===== config.mk =====
export PLATFORM = sky130hd
export DESIGN_NAME = merge_sort_iter_flat
export DESIGN_NICKNAME = d
export VERILOG_FILES = /design/src/rtl/merge_sort_iter_if.sv /design/src/rtl/merge_sort_iter.sv /design/src/flat_wrapper.sv
export SDC_FILE = /design/constraint.sdc
export NUM_CORES = 2
export LEC_CHECK = 0
export ABC_AREA = 1
export BUFFER_PORTS_ARGS = -buffer_cell sky130_fd_sc_hd__buf_2
export CAP_MARGIN = 15
export CORE_MARGIN = 2
export CORE_UTILIZATION = 54
export CTS_CLUSTER_DIAMETER = 40
export DETAILED_ROUTE_END_ITERATION = 8
export GPL_TIMING_DRIVEN = 0
export PLACE_DENSITY_LB_ADDON = 0.1
export SLEW_MARGIN = 20
export SYNTH_ARGS = -nofsm -noshare
export SYNTH_HDL_FRONTEND = slang
export SYNTH_SLANG_ARGS = --single-unit

===== constraint.sdc =====
create_clock -name clk -period 6 [get_ports clk]
set_input_delay 1.2 -clock clk [delete_from_list [all_inputs] [get_ports clk]]
set_output_delay 1.2 -clock clk [all_outputs]
set_load 0.01 [all_outputs]

===== src/rtl/merge_sort_iter_if.sv =====
// Job/result bundle for merge_sort_iter: job launch, parallel result and
// the valid/ready element stream towards the BWT last-column extractor.
interface merge_sort_iter_if #(
    parameter int COLUMN  = 3,
    parameter int LOG_LEN = 3
);
    localparam int STRING_LEN = 1 << LOG_LEN;
    localparam int SW         = $clog2(COLUMN + 1);

    logic                start;
    logic [SW-1:0]       sort_num;
    logic                descend;
    logic [COLUMN*8-1:0] data_in  [STRING_LEN];
    logic [COLUMN*8-1:0] data_out [STRING_LEN];
    logic                sorted;
    logic                busy;
    logic                out_valid;
    logic                out_ready;
    logic [COLUMN*8-1:0] out_data;
    logic                out_last;

    modport master (
        output start, sort_num, descend, data_in, out_ready,
        input  data_out, sorted, busy, out_valid, out_data, out_last
    );

    modport slave (
        input  start, sort_num, descend, data_in, out_ready,
        output data_out, sorted, busy, out_valid, out_data, out_last
    );
endinterface


===== src/rtl/merge_sort_iter.sv =====
// Iterative bottom-up stable merge sort of 2^LOG_LEN multi-byte elements using
// one shared comparator, ping-pong register buffers and a streamed result.
module merge_sort_iter #(
    parameter int COLUMN  = 3,
    parameter int LOG_LEN = 3
) (
    input logic              clk,
    input logic              rst,
    merge_sort_iter_if.slave bus
);
    localparam int STRING_LEN = 1 << LOG_LEN;
    localparam int SW         = $clog2(COLUMN + 1);
    localparam int DW         = COLUMN * 8;
    localparam int CW         = LOG_LEN + 1;
    localparam logic [CW-1:0] LAST_IDX  = CW'(STRING_LEN - 1);
    localparam logic [CW-1:0] LAST_PASS = CW'(LOG_LEN - 1);

    typedef enum logic [1:0] {IDLE, MERGE, OUT} state_t;

    state_t        state;
    logic [DW-1:0] buf_a    [STRING_LEN];
    logic [DW-1:0] buf_b    [STRING_LEN];
    logic [DW-1:0] data_out [STRING_LEN];
    logic          src_sel;
    logic [DW-1:0] key_mask;
    logic          desc_q;
    logic [CW-1:0] pass, k, l_off, r_off, idx;
    logic          sorted, out_valid;

    logic [CW-1:0]      run_w, blk_mask, base;
    logic [LOG_LEN-1:0] l_pos, r_pos;
    logic               l_exh, r_exh, blk_end, take_left;
    logic [DW-1:0]      l_elem, r_elem, l_key, r_key, merged;

    // Only the top min(n, COLUMN) bytes take part in the key; 0 or oversize means all.
    function automatic logic [DW-1:0] make_mask(input logic [SW-1:0] n);
        logic [DW-1:0] m;
        int            nb;
        nb = (n == '0 || int'(n) > COLUMN) ? COLUMN : int'(n);
        m  = '0;
        for (int b = 0; b < COLUMN; b++)
            if (b >= COLUMN - nb) m[b*8 +: 8] = 8'hFF;
        return m;
    endfunction

    always_comb begin
        run_w     = CW'(1) << pass;
        blk_mask  = (run_w << 1) - CW'(1);
        base      = k & ~blk_mask;
        blk_end   = ((k & blk_mask) == blk_mask);
        l_pos     = LOG_LEN'(base + l_off);
        r_pos     = LOG_LEN'(base + run_w + r_off);
        l_exh     = (l_off == run_w);
        r_exh     = (r_off == run_w);
        l_elem    = src_sel ? buf_b[l_pos] : buf_a[l_pos];
        r_elem    = src_sel ? buf_b[r_pos] : buf_a[r_pos];
        l_key     = l_elem & key_mask;
        r_key     = r_elem & key_mask;
        // Ties go left so equal keys keep their input order.
        take_left = r_exh || (!l_exh && (desc_q ? (l_key >= r_key) : (l_key <= r_key)));
        merged    = take_left ? l_elem : r_elem;
    end

    always_ff @(posedge clk or negedge rst) begin
        if (!rst) begin
            state     <= IDLE;
            src_sel   <= 1'b0;
            key_mask  <= '0;
            desc_q    <= 1'b0;
            pass      <= '0;
            k         <= '0;
            l_off     <= '0;
            r_off     <= '0;
            idx       <= '0;
            sorted    <= 1'b0;
            out_valid <= 1'b0;
            for (int i = 0; i < STRING_LEN; i++) begin
                buf_a[i]    <= '0;
                buf_b[i]    <= '0;
                data_out[i] <= '0;
            end
        end else begin
            sorted <= 1'b0;
            case (state)
                IDLE: begin
                    if (bus.start) begin
                        for (int i = 0; i < STRING_LEN; i++) buf_a[i] <= bus.data_in[i];
                        key_mask <= make_mask(bus.sort_num);
                        desc_q   <= bus.descend;
                        src_sel  <= 1'b0;
                        pass     <= '0;
                        k        <= '0;
                        l_off    <= '0;
                        r_off    <= '0;
                        state    <= MERGE;
                    end
                end
                MERGE: begin
                    if (src_sel) buf_a[k[LOG_LEN-1:0]] <= merged;
                    else         buf_b[k[LOG_LEN-1:0]] <= merged;
                    if (take_left) l_off <= l_off + CW'(1);
                    else           r_off <= r_off + CW'(1);
                    if (blk_end) begin
                        l_off <= '0;
                        r_off <= '0;
                    end
                    if (k == LAST_IDX) begin
                        k       <= '0;
                        src_sel <= ~src_sel;
                        pass    <= pass + CW'(1);
                        // The element written this cycle is the last one, so bypass it.
                        if (pass == LAST_PASS) begin
                            for (int i = 0; i < STRING_LEN; i++)
                                data_out[i] <= (i == STRING_LEN - 1) ? merged
                                             : (src_sel ? buf_a[i] : buf_b[i]);
                            sorted    <= 1'b1;
                            out_valid <= 1'b1;
                            idx       <= '0;
                            state     <= OUT;
                        end
                    end else begin
                        k <= k + CW'(1);
                    end
                end
                OUT: begin
                    if (bus.out_ready) begin
                        if (idx == LAST_IDX) begin
                            out_valid <= 1'b0;
                            idx       <= '0;
                            state     <= IDLE;
                        end else begin
                            idx <= idx + CW'(1);
                        end
                    end
                end
                default: state <= IDLE;
            endcase
        end
    end

    for (genvar g = 0; g < STRING_LEN; g++) begin : g_out
        assign bus.data_out[g] = data_out[g];
    end

    assign bus.sorted    = sorted;
    assign bus.busy      = (state != IDLE);
    assign bus.out_valid = out_valid;
    assign bus.out_data  = data_out[idx[LOG_LEN-1:0]];
    assign bus.out_last  = out_valid && (idx == LAST_IDX);
endmodule

===== src/flat_wrapper.sv =====
// flat-port wrapper written by rule: the top's interface ports become plain ports
module merge_sort_iter_flat 
#(
    parameter int COLUMN  = 3,
    parameter int LOG_LEN = 3
)
  (clk, rst, bus_start, bus_sort_num, bus_descend, bus_data_in, bus_out_ready, bus_data_out, bus_sorted, bus_busy, bus_out_valid, bus_out_data, bus_out_last);
  merge_sort_iter_if #(.COLUMN(COLUMN), .LOG_LEN(LOG_LEN)) bus_i ();
  input logic clk;
  input logic rst;
  input wire logic [$bits(bus_i.start)-1:0] bus_start;
  input wire logic [$bits(bus_i.sort_num)-1:0] bus_sort_num;
  input wire logic [$bits(bus_i.descend)-1:0] bus_descend;
  input wire logic [$bits(bus_i.data_in)-1:0] bus_data_in;
  input wire logic [$bits(bus_i.out_ready)-1:0] bus_out_ready;
  output wire logic [$bits(bus_i.data_out)-1:0] bus_data_out;
  output wire logic [$bits(bus_i.sorted)-1:0] bus_sorted;
  output wire logic [$bits(bus_i.busy)-1:0] bus_busy;
  output wire logic [$bits(bus_i.out_valid)-1:0] bus_out_valid;
  output wire logic [$bits(bus_i.out_data)-1:0] bus_out_data;
  output wire logic [$bits(bus_i.out_last)-1:0] bus_out_last;
  assign bus_i.start = bus_start;
  assign bus_i.sort_num = bus_sort_num;
  assign bus_i.descend = bus_descend;
  assign bus_i.data_in = {>>{bus_data_in}};
  assign bus_i.out_ready = bus_out_ready;
  assign bus_data_out = {>>{bus_i.data_out}};
  assign bus_sorted = bus_i.sorted;
  assign bus_busy = bus_i.busy;
  assign bus_out_valid = bus_i.out_valid;
  assign bus_out_data = bus_i.out_data;
  assign bus_out_last = bus_i.out_last;
  merge_sort_iter #(.COLUMN(COLUMN), .LOG_LEN(LOG_LEN)) u_core (.clk(clk), .rst(rst), .bus(bus_i));
endmodule

==> results.toml <==
[floorplanning]
start_util_pct = 54.4
die_x_um = 269
die_area_sq_um = 72500
core-area_sq_um = 69900
rows = 97
die_h_um = 269
ios = 419

[timing]
drv_slew = 0
timing.final.crit_share_pct = 99.7
rsz0062_at_grt = "yes"
fin_crit_ns = 5.98
finalSetupViolations = 0
setup_tns_ns = 0
final-hold-violation-count = 0
maxSlewHeadroom_pct = 22.8
tightest_slew_ns = 1.16
layout_setup_ws_ns = 0.0161
fin_hold_ws_ns = 0.360
fmax_mhz = 167
clock_skew_ns = 0.0614

[global_route]
grt_max_degree = 102
antenna_found_initial = 18
track_usage_pct = 57.2
gr-total-overflow = 0
grt_pass1_wl_mm = 295
first_global_vias = 41200

[logic_synthesis]
ys_seq_area_share_pct = 39.8
netlist-cell-type-count = 49
yosys_register_bits = 605
synth_top_area_share_pct = 39.8
synth_area_per_cell_sq_um = 7.29
synth_top_cells_by_area = "dfrtp_1, a21oi_1, nand2_1, o21ai_0, inv_1"
async_reset_ff_share_pct = 100
yosys_most_used_dff = "dfrtp_1"
syn_area_sq_um = 38000
synth_top_area_cell = "dfrtp_1"
synth_edf_count = 0
syn_inst = 5214
ys_warn_count = 0
syn-num-nets = 5450

[critical_path]
crit_top_cell = "nand2_1"
crit_type = "flip-flop to flip-flop"
cp_slowest_cell = "ha_1"
crit_path_max_fanout = 10
r2r_cells = 27
crit_arrival_ns = 6.51
timing.rr.start = "u_core.pass[2]"
worst_setup_path_start_kind = "flip-flop"
crit_path_end_kind = "flip-flop"
crit_family = "simple AND/OR/NAND/NOR gates"
cp.required_ns = 6.52
crit_buf_inv = 7
critPathMaxStageDelay_ns = 0.55
r2r_setup_slack_ns = 0.02
r2r_end = "u_core.buf_b[46]"

[drt]
first_pass_iters = 9
ant_nets = 0
wl_mm = 217
vias_per_cell = 6.72
drt_iter0_markers = 8537
routedWlPerCell_um = 31.9
drc = 0
vias = 45700

[finish]
syn2layout_area_growth_pct = 20.3
nets = 5997
fillerInstances = 6313
drive_gt1_share_pct = 18.0
finish.utilization_pct = 65.4

[flow_run]
cap_violations = 0

[clock_network]
clock-sinks = 605
cts.clk_slew.worst_paths_ns = 0.06
tritoncts = "done"
clock_path_buffers = 3
htree_levels = 3
numCtsBuffers = 99
clockRootBuffer = "clkbuf_16"
clock_latency_ns = 0.72

[placement]
place_ws_ns = -0.266
gp_congestion = 1.21
place.detailed.hpwl_mm = 166
io_buffers = 418

[worst_hold_path]
hold_path.class = "input port to asynchronous set/reset pin"

[status]
status = "complete, no violations"
==> synthesized netlist by cell type, types with 11 or more instances <==
| cell type | instances |
|---|---|
| nand3_1 | 304 |
| ha_1 | 36 |
| dfrtp_1 | 605 |
| inv_1 | 565 |
| o21ai_0 | 594 |
| nand2_2 | 13 |
| a31oi_1 | 120 |
| o211ai_1 | 144 |
| nand2_1 | 940 |
| nand2_4 | 37 |
| clkbuf_1 | 229 |
| a21oi_1 | 852 |
| nand3_4 | 19 |
| buf_1 | 26 |
| nor2_1 | 271 |
| o21ai_1 | 70 |
| buf_2 | 120 |
| inv_2 | 11 |
| buf_6 | 12 |
| o21ai_2 | 153 |
==> cell type report <==
| type | instances | area [sq um] | share of cell area (%) |
|---|---|---|---|
| multi-input cells | 3631 | 19300 | 42.2 |
| flip-flops and latches | 605 | 15100 | 33.1 |
| clock buffers | 119 | 2640 | 5.78 |
| repair buffers | 442 | 2560 | 5.60 |
| inverters | 581 | 2190 | 4.78 |
| plain buffers | 401 | 1890 | 4.13 |
| well taps | 940 | 1180 | 2.57 |
| clock inverters | 65 | 808 | 1.77 |
| diodes | 12 | 30.0 | 0.0657 |
==> through the flow <==
| stage | cell area, sq um | std cells |
|---|---|---|
| after floorplan | 38000 | 5214 |
| after global placement | 41300 | 6572 |
| after detailed placement | 41500 | 6579 |
| after CTS | 45000 | 6763 |
| after global routing | 45700 | 6784 |
| final | 45700 | 6796 |
==> flip-flops by register name, summed over array words and instances (netlist names) <==
register              cells
u_core.buf_a            192
u_core.buf_b            192
u_core.bus.data_out     192
u_core.bus.out_valid      1
u_core.bus.sorted         1
u_core.desc_q             1
u_core.idx                4
u_core.k                  4
u_core.key_mask           3
u_core.l_off              4
u_core.pass               4
u_core.r_off              4
u_core.src_sel            1
u_core.state              2
==> cells in the final DEF, fill, tap and decap left out, types with 99 or more instances in the layout <==
| master | netlist | final |
|---|---|---|
| inv_1 | 565 | 565 |
| o211ai_1 | 144 | 144 |
| o21ai_2 | 153 | 153 |
| clkbuf_16 | 0 | 99 |
| buf_2 | 120 | 530 |
| dfrtp_1 | 605 | 605 |
| nand3_1 | 304 | 304 |
| nor2_1 | 271 | 270 |
| a31oi_1 | 120 | 116 |
| a21oi_1 | 852 | 852 |
| clkbuf_1 | 229 | 233 |
| o21ai_0 | 594 | 594 |
| nand2_1 | 940 | 940 |
==> routing by layer <==
| layer | vias to the layer above | wire length [um] | track usage (%) |
|---|---|---|---|
| met5 | - | 286 | 1.25 |
| met2 | 4483 | 81600 | 75.8 |
| met1 | 21500 | 73600 | 70.1 |
| met4 | 22 | 21700 | 42.6 |
| li1 | 18600 | - | - |
| met3 | 1025 | 39500 | 29.7 |
==> repair_timing <==
| action | in CTS | in global routing |
|---|---|---|
| buffers inserted | 0 | 17 |
| setup endpoints to repair | 312 | 416 |
| hold buffers | 0 | 0 |
| gates resized for setup | 18 | 66 |
| gates cloned | 0 | 5 |
| hold endpoints to repair | 0 | 0 |
| pin swaps | 0 | 15 |
==> how the worst max path moves through the flow <==
stage	slack, ns	start	to	cells after the start
global placement	-9.02	rst	u_core.bus.data_out[129]	1
CTS	0.001	u_core.pass[2]	u_core.buf_b[15]	28
detailed placement	-0.27	u_core.pass[3]	u_core.buf_b[155]	29
global route	0.02	u_core.k[1]	u_core.buf_b[46]	30
finish	0.02	u_core.pass[2]	u_core.buf_b[46]	27
floorplan	1.53	u_core.pass[2]	u_core.buf_b[136]	29
==> cells by family (layout without fill, tap and decap cells) <==
kind of cell | Yosys count | in the layout | share of synthesized area [%]
xor gates and xnor gates | 19 | 19 | 0.517
AOI/OAI and AO/OA | 1944 | 1944 | 28.6
and+or+nand+nor | 1626 | 1631 | 19.3
other | 0 | 12 | 0
buffers and inverters | 983 | 1608 | 10.6
DFF | 605 | 605 | 39.8
adders and majority gates | 37 | 37 | 1.24
Power is left out: the tool's default activity adds up to more than one toggle a clock period on the data nets, which glitch-free logic cannot reach.
